==> src/rtl/mem_responder_pkg.sv <==
// Shared definitions for the memory responder: FSM state encoding, transfer
// direction codes and default bus widths.
package mem_responder_pkg;

    localparam int DEF_ADDR_W = 8;
    localparam int DEF_DATA_W = 16;
    localparam int CNT_W      = 4;

    localparam logic RW_READ  = 1'b1;
    localparam logic RW_WRITE = 1'b0;

    typedef enum logic [1:0] {
        S_IDLE   = 2'd0,
        S_WAIT   = 2'd1,
        S_ACCESS = 2'd2,
        S_DONE   = 2'd3
    } state_t;

endpackage

==> src/rtl/mem_array.sv <==
// Single-port word store: synchronous write, registered read, no reset so the
// contents survive a controller reset.
module mem_array
    import mem_responder_pkg::*;
#(
    parameter int ADDR_W = DEF_ADDR_W,
    parameter int DATA_W = DEF_DATA_W
) (
    input  logic              clk,
    input  logic              en,
    input  logic              we,
    input  logic [ADDR_W-1:0] addr,
    input  logic [DATA_W-1:0] wdata,
    output logic [DATA_W-1:0] rdata
);

    logic [DATA_W-1:0] mem [2**ADDR_W];

    // The read register only moves on a read, so it keeps the last read word.
    always_ff @(posedge clk) begin
        if (en) begin
            if (we) begin
                mem[addr] <= wdata;
            end else begin
                rdata <= mem[addr];
            end
        end
    end

endmodule

==> src/rtl/mem_responder.sv <==
// Memory-side responder for the MM/R_W/MAR/MDR bus: captures one request,
// inserts WAIT_CYC wait states, accesses the store and closes a four-phase handshake.
module mem_responder
    import mem_responder_pkg::*;
#(
    parameter int ADDR_W   = DEF_ADDR_W,
    parameter int DATA_W   = DEF_DATA_W,
    parameter int WAIT_CYC = 2
) (
    input  logic              clk,
    input  logic              rst,
    input  logic              mm,
    input  logic              r_w,
    input  logic [ADDR_W-1:0] addr,
    input  logic [DATA_W-1:0] wdata,
    output logic [DATA_W-1:0] rdata,
    output logic              rdy,
    output logic              busy
);

    localparam logic [CNT_W-1:0] WAIT_LOAD = CNT_W'(WAIT_CYC);
    localparam logic [CNT_W-1:0] CNT_ONE   = CNT_W'(1);

    state_t             state;
    state_t             next_state;
    logic [CNT_W-1:0]   cnt;
    logic [CNT_W-1:0]   cnt_next;
    logic               capture;
    logic               mem_en;
    logic               rw_q;
    logic [ADDR_W-1:0]  addr_q;
    logic [DATA_W-1:0]  wdata_q;
    logic               rd_valid;
    logic [DATA_W-1:0]  mem_rdata;

    // Next-state logic; a dropped request in WAIT wins over the move to ACCESS.
    always_comb begin
        next_state = state;
        cnt_next   = cnt;
        capture    = 1'b0;
        mem_en     = 1'b0;
        case (state)
            S_IDLE: begin
                if (mm) begin
                    capture    = 1'b1;
                    cnt_next   = WAIT_LOAD;
                    next_state = (WAIT_CYC > 0) ? S_WAIT : S_ACCESS;
                end
            end
            S_WAIT: begin
                if (!mm) begin
                    next_state = S_IDLE;
                    cnt_next   = '0;
                end else begin
                    cnt_next = cnt - CNT_ONE;
                    if (cnt == CNT_ONE) begin
                        next_state = S_ACCESS;
                    end
                end
            end
            S_ACCESS: begin
                mem_en     = 1'b1;
                next_state = S_DONE;
            end
            S_DONE: begin
                if (!mm) begin
                    next_state = S_IDLE;
                end
            end
            default: begin
                next_state = S_IDLE;
            end
        endcase
    end

    always_ff @(posedge clk or negedge rst) begin
        if (!rst) begin
            state    <= S_IDLE;
            cnt      <= '0;
            rdy      <= 1'b0;
            busy     <= 1'b0;
            rd_valid <= 1'b0;
            rw_q     <= RW_READ;
            addr_q   <= '0;
            wdata_q  <= '0;
        end else begin
            state <= next_state;
            cnt   <= cnt_next;
            rdy   <= (next_state == S_DONE);
            busy  <= (next_state != S_IDLE);
            if (capture) begin
                rw_q    <= r_w;
                addr_q  <= addr;
                wdata_q <= wdata;
            end
            if (mem_en && (rw_q == RW_READ)) begin
                rd_valid <= 1'b1;
            end
        end
    end

    mem_array #(
        .ADDR_W (ADDR_W),
        .DATA_W (DATA_W)
    ) u_mem (
        .clk   (clk),
        .en    (mem_en),
        .we    (rw_q == RW_WRITE),
        .addr  (addr_q),
        .wdata (wdata_q),
        .rdata (mem_rdata)
    );

    // The store's read register has no reset; rdata reads as zero until a read lands.
    assign rdata = rd_valid ? mem_rdata : '0;

endmodule

==> config.mk <==
export PLATFORM = sky130hd
export DESIGN_NAME = mem_responder
export DESIGN_NICKNAME = d
export VERILOG_FILES = /design/src/rtl/mem_responder_pkg.sv /design/src/rtl/mem_array.sv /design/src/rtl/mem_responder.sv
export SDC_FILE = /design/constraint.sdc
export NUM_CORES = 2
export LEC_CHECK = 0
export BUFFER_PORTS_ARGS = -buffer_cell sky130_fd_sc_hd__buf_2
export CAP_MARGIN = 5
export CORE_UTILIZATION = 54
export CTS_BUF_LIST = sky130_fd_sc_hd__clkbuf_8 sky130_fd_sc_hd__clkbuf_16
export DETAILED_ROUTE_END_ITERATION = 7
export PLACE_DENSITY = 0.69
export SETUP_SLACK_MARGIN = 0.05
export SLEW_MARGIN = 10
export SYNTH_ARGS = -nofsm -noshare
export SYNTH_HDL_FRONTEND = slang
export SYNTH_SLANG_ARGS = --single-unit
==> constraint.sdc <==
create_clock -name clk -period 7.6 [get_ports clk]
set_input_delay 0 -clock clk [delete_from_list [all_inputs] [get_ports clk]]
set_output_delay 0 -clock clk [all_outputs]
set_load 0.01 [all_outputs]
# Word-level counts from Yosys, hierarchy flattened

Memories as Yosys holds them, arrays and structs flattened. A register that Yosys moved wholly into a read port is not among the register bits.
Cells that the tools add are included.

RAM bits: 4096
Output and inout bits: 18
Register bits after elaboration: 34
Memories kept: 1

Multiplexer cells: 15
Reductions and logical operators: 6
Equal/unequal tests: 6
Add/sub/neg operators: 1

Memory list:

| memory    | depth | bits a word | read ports | clocked after Yosys merged registers in | wr ports | line            | text |
|---|---|---|---|---|---|---|---|
| u_mem.mem | 256   | 16          | 1          | 1                                       | 1        | mem_array.sv:17 | `logic [DATA_W-1:0] mem [2**ADDR_W];` |

Operator list:

| cell                                                               | number |
|---|---|
| 16-bit two-way mux                                                 | 1 |
| 2-bit two-way mux                                                  | 4 |
| 4-bit two-way mux                                                  | 2 |
| 2-bit one-hot mux with 4 select lines                              | 1 |
| 4-bit one-hot mux with 2 select lines                              | 1 |
| 2-bit == test, second input constant                               | 3 |
| 1-bit two-way mux                                                  | 6 |
| 4-bit by 1-bit == test with 1-bit output, second input constant    | 1 |
| 2-bit AND reduction                                                | 2 |
| 2-bit nonzero test                                                 | 2 |
| 4-bit by 1-bit subtractor with 4-bit output, second input constant | 1 |
| 2-bit by 1-bit == test with 1-bit output, second input constant    | 1 |
| 2-bit zero test                                                    | 1 |
| 2-bit != test, second input constant                               | 1 |
| 1-bit logical AND                                                  | 1 |

# Depth between registers and ports, before layout

Depth after elaboration: 5
Depth in mapped cells: 9
Depth with buffers taken out: 5

# Cells and area by module

A second synthesis with hierarchy kept.

Cells, all modules: 6815
Area total of the unflattened synthesis: 156802.9 um^2

Modules (own cells, without submodules):

| module        | times used | sequential area each (um^2) | area each (um^2) | cells each |
|---|---|---|---|---|
| mem_array     | 1          | 123478.4                    | 155236.4         | 6705 |
| mem_responder | 1          | 852.1                       | 1566.5           | 110 |

# Worst setup path before layout

Ideal clock, no wire load.

Kind: register -> register
Start: reg wdata_q[0]
End: mem u_mem.mem[0][0] (netlist bit), data pin
Data arrival time: 3181 ps
Setup time: 803 ps
Period minus slack after synthesis: 3984 ps
Cell stages (with the launch flop): 1
Slack: 3616 ps
Cell sequence: dfrtp_1

RTL lines:

| what                   | line                | text |
|---|---|---|
| from (decl)            | mem_responder.sv:32 | `logic [DATA_W-1:0] wdata_q;` |
| from (signal assigned) | mem_responder.sv:94 | `wdata_q <= wdata;` |
| to (decl)              | mem_array.sv:17     |  |

Straight into the memory's write port.

==> metrics.yaml <==
status:
  status: "completed"
setup_path:
  timing_worst_setup_path_type: "flop to flop"
  worst-path-max-fanout: 103
  crit_arrival_ns: 5.86
  cp-endpoint: "u_mem.rdata[6]$_DFFE_PP_"
  endpoint_kind: "flop"
  regToRegSetupSlack_ns: 2.38
  reg2regPathDepth: 8
  critical_path.reg2reg.endpoint: "u_mem.rdata[6]$_DFFE_PP_"
  timing.rr.start: "addr_q[1]$_DFFE_PN0P_"
  required_ns: 8.24
  crit_path_start_kind: "flop"
  critPathLaunch: "addr_q[1]$_DFFE_PN0P_"
cts:
  post_cts.repair.setup_buffers: 0
  clk_sinks: 4146
  cts_root_buffer: "sky130_fd_sc_hd__clkbuf_16"
  cts_tree: "done"
  clk_path_buf_depth: 4
  clk_pin_slew_worst_paths_ns: 0.06
  postCtsResizedCells: 0
  cts.htree.levels: 5
  cts-buffers-inserted: 408
  post_cts_hold_buffer_count: 80
  clk_lat_worst_skew_ns: 0.94
die:
  floorplan.die.width_um: 541
  floorplan.core_area_mm2: 0.288
  floorplan.die.height_um: 541
  initial_utilization_pct: 54.4
  fp.dieArea_mm2: 0.293
  count_of_standard_cell_rows: 197
  io-pin-count: 46
routing:
  drt_first_iter_violations: 10400
  detail-route-antenna-nets: 0
  drcViolationCount: 0
  route.final.wire_length_um: 395000
  drt_pass_1_iters: 5
  vias: 76800
  avgViaCountPerCell: 6.71
  routedWlPerCell_um: 34.5
synthesis:
  ys_ff_latch: 4146
  synth.net_count: 6849
  yosysSeqAreaShare_pct: 79.3
  synth-warning-count: 0
  synth_cells: 6819
  synthesized_area_divided_by_synthesized_cell_count_um2: 23.0
  yosys.cell_types.count: 31
  mappedNetlistArea_mm2: 0.157
sta:
  max_freq_ghz: 0.192
  final_min_period_ns: 5.22
  setup_total_negative_slack_ns: 0
  layout_worst_path_cycle_share_pct: 68.7
  final-max-slew-violation-count: 0
  finalHoldViolCount: 0
  max_slew.worst_pin.slew_ns: 1.38
  rsz_0062_raised_after_global_routing: "false"
  report.final.setup_viol: 0
  timing.clock.skew_ns: 0.0718
  finalHoldWorstSlack_ns: 0.132
  worst_slew_margin_rel_pct: 6.90
hold_path:
  holdCritPathClass: "primary input to asynchronous set/reset pin"
layout:
  share_of_post_route_cells_with_drive_strength_above_1_pct: 28.5
  layout.cells.most_common_list: "sky130_fd_sc_hd__edfxtp_1 (4112), sky130_fd_sc_hd__mux4_2 (1024), sky130_fd_sc_hd__a22oi_1 (512)"
  syn_to_final_growth_pct: 13.2
  filler_cell_count: 19200
  layout.cells.most_common: "sky130_fd_sc_hd__edfxtp_1"
  multi_input_area_mm2: 0.0311
  layout.area.seq_mm2: 0.124
  final-instance-count-excl-fill: 11400
  layout.nets: 7343
global_routing:
  antenna_found_initial: 11
  maximum_number_of_pins_on_one_net_before_global_route_repair: 225
  grt_pass1_wl_um: 560000
  grt_overflow: 0
  global_route.usage.total_pct: 27.0
  grt_pass1_vias: 75900
placement:
  detailed_placer_s_ending_hpwl_um: 220000
  placed_instance_count: 10600
  gp_congestion: 0.840
  port_buffers: 45
power:
  p_leak_nw: 55.0
  power.ir.vdd_worst_mv: 0.375
  pwr_density_cell_mw_per_mm2: 385
run:
  drv_cap: 0
per-stage QoR:
stage / cell area (um^2) / utilization [%] / worst slack (ns) / total power [mW]
2_1_floorplan: 157000 / - / 3.62 / 42.2
4_1_cts: 177000 / 61.5 / 2.37 / 68.4
5_1_grt: 178000 / 61.5 / 2.38 / 70.2
3_3_place_gp: 164000 / 56.7 / 1.35 / 48.5
3_5_place_dp: 164000 / 56.8 / 2.44 / 49.0
6_report: 178000 / 61.6 / 2.38 / 68.3
cell usage after synthesis:
cell type,instances,area share [%]
sky130_fd_sc_hd__ha_1,2,0.016
sky130_fd_sc_hd__nand4_1,16,0.064
sky130_fd_sc_hd__and3_1,1,0.0040
sky130_fd_sc_hd__nor3_1,1,0.0032
sky130_fd_sc_hd__or3_1,1,0.0040
sky130_fd_sc_hd__o31ai_1,1,0.0048
sky130_fd_sc_hd__nor3b_1,2,0.0096
sky130_fd_sc_hd__nand2b_1,3,0.012
sky130_fd_sc_hd__edfxtp_1,4112,79
sky130_fd_sc_hd__or2_2,3,0.012
sky130_fd_sc_hd__buf_4,21,0.10
sky130_fd_sc_hd__inv_1,3,0.0072
sky130_fd_sc_hd__a32oi_1,1,0.0056
sky130_fd_sc_hd__nand2_1,36,0.086
sky130_fd_sc_hd__mux2i_1,1,0.0064
sky130_fd_sc_hd__o21ai_0,3,0.0096
sky130_fd_sc_hd__a22oi_1,512,2.5
sky130_fd_sc_hd__dfstp_2,1,0.017
sky130_fd_sc_hd__and2_1,19,0.076
sky130_fd_sc_hd__buf_2,69,0.22
sky130_fd_sc_hd__o41ai_1,64,0.36
sky130_fd_sc_hd__dfrtp_1,33,0.53
sky130_fd_sc_hd__mux2_2,25,0.18
sky130_fd_sc_hd__mux4_2,1024,15
sky130_fd_sc_hd__clkbuf_1,245,0.59
sky130_fd_sc_hd__nand3_1,5,0.016
sky130_fd_sc_hd__nor2_1,267,0.64
sky130_fd_sc_hd__a21oi_1,259,0.83
sky130_fd_sc_hd__buf_6,23,0.17
sky130_fd_sc_hd__nor2b_1,7,0.028
sky130_fd_sc_hd__buf_1,59,0.14
power breakdown:
group	internal, mW	switching (mW)	total [mW]
Clock	11.1	8.45	19.6
Combinational	6.77	12.1	18.8
Sequential	28.8	1.06	29.9
layout make-up:
cell class / instances / area share, %
inverters: 3 / 0.00634
multi-input cells: 2253 / 17.5
flip-flops and latches: 4146 / 70.1
clock inverters: 334 / 1.44
repair buffers: 501 / 2.41
clock buffers: 417 / 5.87
diodes: 10 / 0.0141
well taps: 3781 / 2.66
flip-flops by register name (all words and copies together), names as in the netlist, 2 cells and up:
signal       count
u_mem.rdata     16
u_mem.mem     4096
state            2
cnt              4
addr_q           8
wdata_q         16
metal layers:
layer | track usage (%) | share of wire [%]
met5 | 0 | 0.020
met4 | 9.47 | 4.0
met3 | 5.84 | 11
met2 | 41.8 | 47
met1 | 38.4 | 38
kinds of logic after synthesis:
group / after synthesis / synth area share (%)
and+or+nand+nor: 361 / 0.953
DFF: 4146 / 79.3
AOI/OAI and AO/OA: 840 / 3.65
adders and majority gates: 2 / 0.0160
buffers and inverters: 420 / 1.22
muxes: 1050 / 14.9
worst min path at each step:
stage / from / to / slack [ns] / depth (start not counted)
finish: rst / rw_q$_DFFE_PN1P_ / 0.13 / 3
global route: rst / rw_q$_DFFE_PN1P_ / 0.12 / 3
CTS: rst / rw_q$_DFFE_PN1P_ / 0.08 / 3
detailed placement: rst / wdata_q[4]$_DFFE_PN0P_ / 0.14 / 1
global placement: rst / wdata_q[9]$_DFFE_PN0P_ / 0.13 / 1
floorplan: rst / addr_q[0]$_DFFE_PN0P_ / -0.30 / 0
critical path, cell delays in order (launching register included):
cell	delay, ns
sky130_fd_sc_hd__dfrtp_4	0.88
sky130_fd_sc_hd__buf_12	0.58
sky130_fd_sc_hd__buf_4	0.40
sky130_fd_sc_hd__buf_4	0.51
sky130_fd_sc_hd__mux4_2	0.43
sky130_fd_sc_hd__a22oi_1	0.32
sky130_fd_sc_hd__a21oi_1	0.21
sky130_fd_sc_hd__o41ai_1	1.15
sky130_fd_sc_hd__nand4_1	0.16
(Power assumes the default switching activity.)
